## src/rtl/vec_ldst_unit.sv

```systemverilog
// vec_ldst_unit: strided vector load/store engine between a VRF and a fixed-latency DRAM port.
// One element access is issued per cycle; load returns are tracked by a MEM_LAT-deep valid/index pipe.
module vec_ldst_unit #(
   parameter int NUM_ELEM = 16,
   parameter int MEM_LAT  = 1
) (
   input  logic        Clk1,
   input  logic        Reset,
   input  logic        Start,
   input  logic        Store,
   input  logic [15:0] BaseAddr,
   input  logic [15:0] Stride,
   output logic        Busy,
   output logic        Done,
   output logic [15:0] MemAddr,
   output logic        MemRD,
   output logic        MemWR,
   output logic [15:0] MemDataOut,
   input  logic [15:0] MemDataIn,
   output logic [3:0]  ElemIdx,
   output logic        VrfWE,
   output logic [15:0] VrfWData,
   input  logic [15:0] VrfRData
);
   localparam int CW = NUM_ELEM > 1 ? $clog2(NUM_ELEM) : 1;
   localparam logic [CW-1:0] LAST = CW'(NUM_ELEM - 1);
   localparam logic [3:0] LAST_IDX = 4'(NUM_ELEM - 1);

   typedef enum logic [1:0] {IDLE, ISSUE, DRAIN, DONE} state_t;
   state_t state, state_nxt;

   logic               store_q;
   logic [15:0]        stride_q;
   logic [15:0]        addr_q;
   logic [CW-1:0]      cnt;
   logic [MEM_LAT-1:0] vld;
   logic [3:0]         idx [MEM_LAT];
   logic               rd, wr, ret;

   // addr_q accumulates the stride so the element address never needs a multiplier
   always_ff @(posedge Clk1 or negedge Reset) begin
      if (!Reset) begin
         state    <= IDLE;
         store_q  <= 1'b0;
         stride_q <= '0;
         addr_q   <= '0;
         cnt      <= '0;
         vld      <= '0;
         for (int k = 0; k < MEM_LAT; k++) idx[k] <= '0;
      end else begin
         state <= state_nxt;
         if (state == IDLE && Start) begin
            store_q  <= Store;
            stride_q <= Stride;
            addr_q   <= BaseAddr;
            cnt      <= '0;
         end else if (state == ISSUE) begin
            addr_q <= addr_q + stride_q;
            cnt    <= cnt + 1'b1;
         end
         vld[0] <= rd;
         idx[0] <= 4'(cnt);
         for (int k = 1; k < MEM_LAT; k++) begin
            vld[k] <= vld[k-1];
            idx[k] <= idx[k-1];
         end
      end
   end

   always_comb begin
      rd         = state == ISSUE && !store_q;
      wr         = state == ISSUE && store_q;
      ret        = vld[MEM_LAT-1] && (state == ISSUE || state == DRAIN);
      MemRD      = rd;
      MemWR      = wr;
      MemAddr    = (rd || wr) ? addr_q : '0;
      MemDataOut = wr ? VrfRData : '0;
      VrfWE      = ret;
      VrfWData   = ret ? MemDataIn : '0;
      ElemIdx    = wr ? 4'(cnt) : ret ? idx[MEM_LAT-1] : '0;
      Busy       = state != IDLE;
      Done       = state == DONE;
      state_nxt  = state;
      unique case (state)
         IDLE:  state_nxt = Start ? ISSUE : IDLE;
         ISSUE: state_nxt = cnt == LAST ? (store_q ? DONE : DRAIN) : ISSUE;
         DRAIN: state_nxt = (ret && idx[MEM_LAT-1] == LAST_IDX) ? DONE : DRAIN;
         DONE:  state_nxt = IDLE;
         default: state_nxt = IDLE;
      endcase
   end
endmodule

```

## config.mk

```make
export PLATFORM = sky130hd
export DESIGN_NAME = vec_ldst_unit
export DESIGN_NICKNAME = d
export VERILOG_FILES = /design/src/rtl/vec_ldst_unit.sv
export SDC_FILE = /design/constraint.sdc
export NUM_CORES = 1
export LEC_CHECK = 0
export ABC_AREA = 1
export BUFFER_PORTS_ARGS = -buffer_cell sky130_fd_sc_hd__clkbuf_2
export CORE_MARGIN = 2
export CORE_UTILIZATION = 33
export DETAILED_ROUTE_END_ITERATION = 8
export SYNTH_ARGS = -nofsm -noshare
export SYNTH_HDL_FRONTEND = slang
export SYNTH_SLANG_ARGS = --single-unit
```

## constraint.sdc

```tcl
create_clock -name Clk1 -period 5.05 [get_ports Clk1]
set_input_delay 0.505 -clock Clk1 [delete_from_list [all_inputs] [get_ports Clk1]]
set_output_delay 0.505 -clock Clk1 [all_outputs]
set_load 0.1 [all_outputs]
```

==> impl_metrics.json, run 1 <==
{
  "path_cells": "inv_1 > ha_1 > nand2_1 > o21ai_0 > clkbuf_2",
  "netlist_area_sq_um": 3332,
  "worstPathMaxFanout": 25,
  "hold_viol": 0,
  "clock_latency_ps": 300,
  "worst_slew_pin_slew_ps": 1130,
  "crit_buf_inv": 2,
  "routed_wl_um": 8789,
  "worstSetupPathType": "reg -> out",
  "synthDistinctLibCells": 34,
  "wl_per_cell_um": 11.50,
  "gp_congestion": 0.9003,
  "setup_viol": 0,
  "clockBufferDepth": 2,
  "final_cell_mix": "182 x nand2_1, 124 x clkbuf_2, 101 x inv_1",
  "cp_data_arrival_time_ps": 2690,
  "skew_ps": 5.973,
  "syn_area_per_cell_sq_um": 6.482,
  "ys_seq_area_share_pct": 33.05,
  "post_cts_resized": 0,
  "root_buffer": "clkbuf_8",
  "syn_inst": 514,
  "postCtsHoldBufs": 0,
  "die_x_um": 104.5,
  "cts_setup_buffers": 0,
  "dr.pass1.iters": 4,
  "fillers": 1034,
  "io_buffers": 124,
  "dieArea_sq_um": 10920,
  "slowest_stage": "clkbuf_2",
  "cp_data_required_time_ps": 4550,
  "core_sq_um": 9774,
  "min_period_ps": 3193,
  "end_kind": "primary output",
  "clkTransAtPathRegs_ps": 90,
  "initial_core_util_pct": 34.09,
  "drive_gt1_share_pct": 25.20,
  "cts_htree_levels": 2,
  "hold_ws_ps": 395.3,
  "maxCapViolCount": 0,
  "crit_path_max_incr_delay_ps": 520,
  "status": "finished, final reports clean",
  "critPathLaunchType": "flip-flop",
  "synth_warnings": 0,
  "finish.net_count": 721,
  "grt_pass1_wl_um": 14970,
  "fmax_mhz": 313.2,
  "hp-class": "in -> reg",
  "rows": 36,
  "dp_hpwl_um": 6741,
  "grt_pass1_vias": 3275,
  "ys_ff_latch": 44,
  "gr-total-overflow": 0,
  "synth_fp_nets": 605,
  "grt_max_degree": 49,
  "viasPerCell": 4.385,
  "cts_num_sinks": 44,
  "antenna_found_initial": 0,
  "finalNonFillerCells": 764,
  "cts_tree": "yes",
  "slew_viol_final": 0,
  "cts_made_buffers": 5,
  "rsz0062_at_grt": "false",
  "fin_crit_sh_pct": 63.22,
  "grtUsageTotal_pct": 16.36,
  "place_inst": 756,
  "postPlaceCellArea_sq_um": 4026,
  "syn2layout_area_growth_pct": 24.18,
  "drtIter0Drc": 133,
  "n_antenna_cell": 0,
  "ios": 125,
  "drc": 0,
  "antenna_left": 0,
  "fin_area_sq_um": 4138,
  "critical_path.top_delay_family": "buffers and inverters",
  "die_h_um": 104.5,
  "layout_commonest_cell": "nand2_1",
  "slew_headroom_pct": 24.69,
  "vias": 3350,
  "setup-tns-final_ps": 0
}
stage by stage:
step           utilization, %  worst slack, ps
3_5_place_dp            41.19             1904
6_report                42.33             1857
2_1_floorplan               -             1294
3_3_place_gp            41.19             2036
5_1_grt                 42.33             1559
4_1_cts                 42.33             1739
sequential cells by signal, indices dropped and copies added (netlist names), named ones only:
signal    count
stride_q     16
idx           4
state         1
cnt           4
vld           1
addr_q       16
store_q       1
cells by family after synthesis:
group	share of synthesized area (%)
adder cells (fa/ha/maj)	8.862
flip-flops	33.05
buffers and inverters	14.95
multiplexers	0.3379
AO/OA/AOI/OAI	5.971
AND/OR/NAND/NOR	35.79
XOR/XNOR	1.052
layer usage:
layer  GRT usage [%]  wire [um]  share of wire, %
met5               0          0                 0
met4           3.475         87              0.99
met3           3.195        538               6.1
met2           28.66       4120                47
met1           20.80       4042                46
final timing paths:
check                      cells past startpoint                          to  slack, ps               start
max                                            5                  ElemIdx[3]       1860           flip-flop
min                                            3     stride_q[6]$_DFFE_PN0P_        400           Stride[6]
max reg2reg                                   10      addr_q[10]$_DFFE_PN0P_       1950  state[0]$_DFF_PN0_
min reg2reg                                    0            idx[1]$_DFF_PN0_        420  cnt[1]$_DFFE_PN0P_
max in group asynchronous                      1  asynchronous set/reset pin       3940               Reset
min in group asynchronous                      1    stride_q[10]$_DFFE_PN0P_        410               Reset
cell type report:
type,instances,area [sq um],area share [%]
clock buffer,5,68.82,1.663
clock inverter,3,42.54,1.028
inverter,108,405.4,9.797
multi-input combinational,347,1733,41.88
sequential,44,1101,26.61
tap,133,166.4,4.022
timing repair buffer,124,620.6,15.00
cell usage after synthesis:
master	instances	area, sq um
nor3_2	3	30.03
clkbuf_8	2	27.53
fa_1	1	20.02
or2_4	1	8.760
dfrtp_1	44	1101
and2_4	1	8.760
inv_1	101	379.1
o211ai_1	3	22.52
xor2_1	1	8.760
nand3b_1	1	7.510
buf_2	7	35.03
nand2_2	8	50.05
nor2_2	1	6.260
or2_2	1	6.260
or2_1	1	6.260
nand3_2	1	10.01
buf_6	1	11.26
mux2_2	1	11.26
o21ai_1	5	25.02
nor3_1	2	10.01
inv_2	7	26.28
nand3_1	31	155.2
nor2_4	1	11.26
o21ai_0	17	85.08
o31ai_1	1	7.510
nand3b_4	1	20.02
clkbuf_1	5	18.77
nor2_1	46	172.7
a21oi_2	1	8.760
nand4_1	1	6.260
a21oi_1	10	50.05
ha_1	22	275.3
nand2_1	182	683.2
xnor2_1	3	26.28
worst reg2reg max path, stage by stage, from the launching register on:
cell     delay, ps
dfrtp_1        440
inv_1          110
ha_1           230
nand2_2        660
inv_2          490
nor2_4         500
inv_2          240
o21ai_0        140
inv_1           70
nand2_1         70
nand2_1         50
Power of run 1 is left out: the tool's default activity adds up to more than one toggle a clock period on the data nets, which glitch-free logic cannot reach.
==> run 2, diff against run 1 <==
==> constraint.sdc (replaced) <==
create_clock -name Clk1 -period 3 [get_ports Clk1]
set_input_delay 0.3 -clock Clk1 [delete_from_list [all_inputs] [get_ports Clk1]]
set_output_delay 0.3 -clock Clk1 [all_outputs]
set_load 0.1 [all_outputs]
==> run 2 against run 1 <==
  * Final cell count rose by 0.65%
  * Flip-flop and latch count stayed put
  * Clock skew hardly changed
  * Register-to-register slack worse by 920 ps
  * Largest cell class unchanged
  * Core utilization rose by 0.35 points
==> impl_metrics.json, run 2 (synthesized netlist as in run 1, its figures left out) <==
{
  "cp_data_required_time_ps": 2700,
  "hp-class": "in -> reg",
  "fin_crit_sh_pct": 89.72,
  "drive_gt1_share_pct": 25.63,
  "antenna_found_initial": 0,
  "fmax_mhz": 371.5,
  "skew_ps": 5.511,
  "clock_latency_ps": 300,
  "cts_setup_buffers": 0,
  "routed_wl_um": 8897,
  "root_buffer": "clkbuf_8",
  "setup-tns-final_ps": 0,
  "worstPathMaxFanout": 18,
  "grt_pass1_wl_um": 15080,
  "end_kind": "primary output",
  "drc": 0,
  "rsz0062_at_grt": "false",
  "cts_made_buffers": 5,
  "finish.net_count": 726,
  "cts_htree_levels": 2,
  "worst_slew_pin_slew_ps": 1153,
  "grt_pass1_vias": 3265,
  "gp_congestion": 0.9070,
  "clockBufferDepth": 2,
  "drtIter0Drc": 167,
  "dr.pass1.iters": 4,
  "core_sq_um": 9774,
  "layout_setup_ws_ps": 308.5,
  "critPathLaunchType": "flip-flop",
  "min_period_ps": 2691,
  "setup_viol": 0,
  "cts_num_sinks": 44,
  "vias": 3408,
  "die_x_um": 104.5,
  "dp_hpwl_um": 6741,
  "top_regs": "addr_q (16), stride_q (16)",
  "post_cts_resized": 0,
  "syn2layout_area_growth_pct": 25.20,
  "wl_per_cell_um": 11.57,
  "clkTransAtPathRegs_ps": 90,
  "postCtsHoldBufs": 0,
  "dpl_worst_slack_ps": 566.2,
  "final_cell_mix": "182 x nand2_1, 124 x clkbuf_2, 101 x inv_1",
  "hold_ws_ps": 183.2,
  "n_antenna_cell": 0,
  "layout_commonest_cell": "nand2_1",
  "rows": 36,
  "worstSetupPathType": "reg -> out",
  "gr-total-overflow": 0,
  "io_buffers": 124,
  "hold_viol": 0,
  "viasPerCell": 4.432,
  "maxCapViolCount": 0,
  "grt_max_degree": 48,
  "grtUsageTotal_pct": 16.73,
  "cts_tree": "yes",
  "die_h_um": 104.5,
  "ios": 125,
  "slew_viol_final": 0,
  "dieArea_sq_um": 10920,
  "antenna_left": 0,
  "slew_headroom_pct": 23.13,
  "cp_data_arrival_time_ps": 2390,
  "initial_core_util_pct": 34.09,
  "status": "finished, final reports clean"
}
-- run 2: cell count changes in the layout (fill, tap and decap cells not counted) --
cell        change
clkinvlp_4      -1
buf_4           +5
clkbuf_1        +1
-- run 2: metrics by stage --
stage | cell area, sq um | std cells | utilization [%]
after floorplan | 3332 | 514 | -
after global placement | 4064 | 761 | 41.58
after detailed placement | 4064 | 761 | 41.58
after CTS | 4172 | 769 | 42.68
after global routing | 4172 | 769 | 42.68
final | 4172 | 769 | 42.68
-- run 2: layer usage --
metal  GRT usage (%)  share of wire (%)
met1           19.94                 45
met2           30.21                 48
met5               0                  0
met4           3.861               0.85
met3           4.010                6.6
-- run 2: critical path, stage by stage (launching register included) --
cell	delay, ps
dfrtp_1	440
inv_1	110
ha_1	290
nand2_1	300
inv_1	220
nand3_1	80
o21ai_0	120
clkbuf_2	520
-- run 2: worst paths after layout --
check,startpoint,to,slack [ps],depth (start not counted)
setup / recovery,state[0]$_DFF_PN0_,ElemIdx[3],310,7
hold / removal,Stride[12],stride_q[12]$_DFFE_PN0P_,180,3
setup reg to reg,state[0]$_DFF_PN0_,addr_q[10]$_DFFE_PN0P_,1030,10
hold reg to reg,cnt[1]$_DFFE_PN0P_,idx[1]$_DFF_PN0_,420,0
max in group asynchronous,Reset,addr_q[6]$_DFFE_PN0P_,2080,1
min in group asynchronous,Reset,stride_q[14]$_DFFE_PN0P_,210,1
-- run 2: area by class of cell --
type / count / area (sq um)
Clock buffer: 6 / 72.57
Timing Repair Buffer: 129 / 658.1
Clock inverter: 2 / 35.03
Multi-Input combinational cell: 347 / 1733
Inverter: 108 / 405.4
Tap cell: 133 / 166.4
Fill cell: 1083 / 5603
Sequential cell: 44 / 1101
Power of run 2 is left out for the same reason.
==> run 3, diff against run 2 <==
--- a/config.mk
+++ b/config.mk
@@ -5,7 +5,6 @@
 export SDC_FILE = /design/constraint.sdc
 export NUM_CORES = 1
 export LEC_CHECK = 0
-export ABC_AREA = 1
 export BUFFER_PORTS_ARGS = -buffer_cell sky130_fd_sc_hd__clkbuf_2
 export CORE_MARGIN = 2
 export CORE_UTILIZATION = 33
==> run 3 against run 2 <==
  * Core utilization is 4.5 points higher
  * Synthesized cell count is 32% lower
  * First-iteration DRC count is 47% lower
  * Flip-flop and latch count stayed put
  * Worst setup slack better by 170 ps
  * Via count is 17% lower
  * Count of clock-buffer cells in the layout is 1 lower
  * Routed wire length is 11% lower
  * Final cell count is 26% lower
==> impl_metrics.json, run 3 <==
{
  "ys_ff_latch": 44,
  "drc": 0,
  "cts_tree": "yes",
  "cts_htree_levels": 2,
  "netlist_area_sq_um": 2973,
  "skew_ps": 12.93,
  "fin_crit_sh_pct": 83.93,
  "grt_pass1_wl_um": 13590,
  "syn_area_per_cell_sq_um": 8.567,
  "slew_viol_final": 0,
  "grt_max_degree": 45,
  "cts_made_buffers": 5,
  "initial_core_util_pct": 34.09,
  "maxCapViolCount": 0,
  "ys_seq_area_share_pct": 37.04,
  "antenna_left": 0,
  "hold_viol": 0,
  "die_x_um": 98.92,
  "cp_data_arrival_time_ps": 2220,
  "vias": 2813,
  "routed_wl_um": 7886,
  "synth_fp_nets": 438,
  "finish.net_count": 554,
  "grt_pass1_vias": 2896,
  "post_cts_resized": 0,
  "end_kind": "primary output",
  "layout_commonest_cell": "clkbuf_2",
  "r2r_setup_slack_ps": 630,
  "top_regs": "addr_q (16), stride_q (16)",
  "n_antenna_cell": 0,
  "cp_data_required_time_ps": 2700,
  "fillers": 884,
  "multi_input_area_sq_um": 1774,
  "cts_num_sinks": 44,
  "status": "finished, final reports clean",
  "die_h_um": 98.92,
  "wl_per_cell_um": 13.79,
  "gp_congestion": 0.8374,
  "grtUsageTotal_pct": 16.82,
  "yosysMostFrequentCell": "nand2_1",
  "setup_viol": 0,
  "synthDistinctLibCells": 39,
  "ys.flop_type": "dfrtp_1",
  "postCtsHoldBufs": 0,
  "rows": 34,
  "viasPerCell": 4.918,
  "rsz0062_at_grt": "false",
  "dieArea_sq_um": 9784,
  "clock_latency_ps": 300,
  "netlist.area_leader.share_pct": 37.04,
  "hp-class": "in -> reg",
  "postPlaceCellArea_sq_um": 4025,
  "dr.pass1.iters": 4,
  "syn2layout_area_growth_pct": 38.51,
  "synthArstFlopShare_pct": 100.0,
  "slew_headroom_pct": 25.72,
  "clockBufferDepth": 2,
  "synth_warnings": 0,
  "io_buffers": 124,
  "clkTransAtPathRegs_ps": 90,
  "drtIter0Drc": 88,
  "fin_area_sq_um": 4118,
  "synth.area.top_cells": "dfrtp_1 37%, ha_1 9.3%, nand2_1 8.8%",
  "cts_setup_buffers": 0,
  "synth_edf_count": 0,
  "drive_gt1_share_pct": 31.47,
  "final_cell_mix": "102 x clkbuf_2, 70 x nand2_1, 44 x dfrtp_1",
  "antenna_found_initial": 0,
  "worstSetupPathType": "reg -> out",
  "synth_common_cells": "70 x nand2_1, 44 x dfrtp_1, 35 x and3_1, 24 x a21oi_1, 22 x ha_1",
  "fmax_mhz": 397.2,
  "dp_hpwl_um": 6047,
  "yosysTopAreaCell": "dfrtp_1",
  "worstPathMaxFanout": 17,
  "regArea_sq_um": 1101,
  "core_sq_um": 8721,
  "critPathLaunchType": "flip-flop",
  "syn_inst": 347,
  "min_period_ps": 2518,
  "gr-total-overflow": 0,
  "root_buffer": "clkbuf_8",
  "setup-tns-final_ps": 0,
  "worst_slew_pin_slew_ps": 1114,
  "ios": 125
}
-- run 3: cell count changes in the layout (fill, tap and decap cells not counted), sizes merged, moves of 5 or more --
cell    before  now
clkbuf     130  107
nor2        48   15
nor3         5    0
buf          5   26
and2         1   19
and3         0   35
nor3b        0    7
nand2      190   70
mux2i        0   12
xnor2        3    9
inv        108    9
a21oi       11   26
nand3       32    5
-- run 3: cell type report --
class	count	share of cell area [%]
sequential	44	26.74
timing repair buffer	128	23.82
tap	108	3.282
multi-input combinational	275	43.09
inverter	9	0.8204
clock buffer	5	1.671
clock inverter	3	0.5773
-- run 3: worst max-delay path: stages (launching register included) --
cell and delay [ps]:
dfrtp_1 440, inv_1 110, ha_1 530, and2_1 220
nor2b_1 220, a22o_1 210, buf_12 180
-- run 3: kinds of logic after synthesis --
family,count (synthesis),synth area share [%]
and+or+nand+nor,160,26.98
AOI/OAI and AO/OA,67,14.52
DFF,44,37.04
buffers and inverters,28,3.661
adders and majority gates,23,9.933
xor gates and xnor gates,13,3.830
muxes,12,4.041
-- run 3: final timing paths --
check                                         from                 endpoint  cells after the start
setup / recovery                state[0]$_DFF_PN0_               ElemIdx[3]                      6
hold / removal                           Stride[4]  stride_q[4]$_DFFE_PN0P_                      3
setup reg to reg           stride_q[0]$_DFFE_PN0P_   addr_q[14]$_DFFE_PN0P_                      8
hold reg to reg                 cnt[1]$_DFFE_PN0P_         idx[1]$_DFF_PN0_                      0
max in group asynchronous                    Reset    addr_q[4]$_DFFE_PN0P_                      1
min in group asynchronous                    Reset       state[0]$_DFF_PN0_                      1
-- run 3: metrics by stage --
| stage | util, % | std cells | hold slack [ps] | setup slack (ps) |
|---|---|---|---|---|
| floorplan | - | 347 | 4.409 | 1.545 |
| global placement | 46.15 | 564 | 452.6 | 696.6 |
| detailed placement | 46.15 | 564 | 458.9 | 653.2 |
| CTS | 47.22 | 572 | 164.7 | 467.5 |
| global route | 47.22 | 572 | 182.8 | 288.5 |
| finish | 47.22 | 572 | 176.5 | 482.1 |
-- run 3: layer usage --
layer | track usage (%) | vias to the layer above | wire [um]
li1 | - | 1428 | -
met3 | 3.333 | 12 | 309
met4 | 4.847 | 0 | 106
met5 | 0 | - | 0
met2 | 28.69 | 53 | 3954
met1 | 21.59 | 1320 | 3516
Power of run 3 is left out for the same reason.
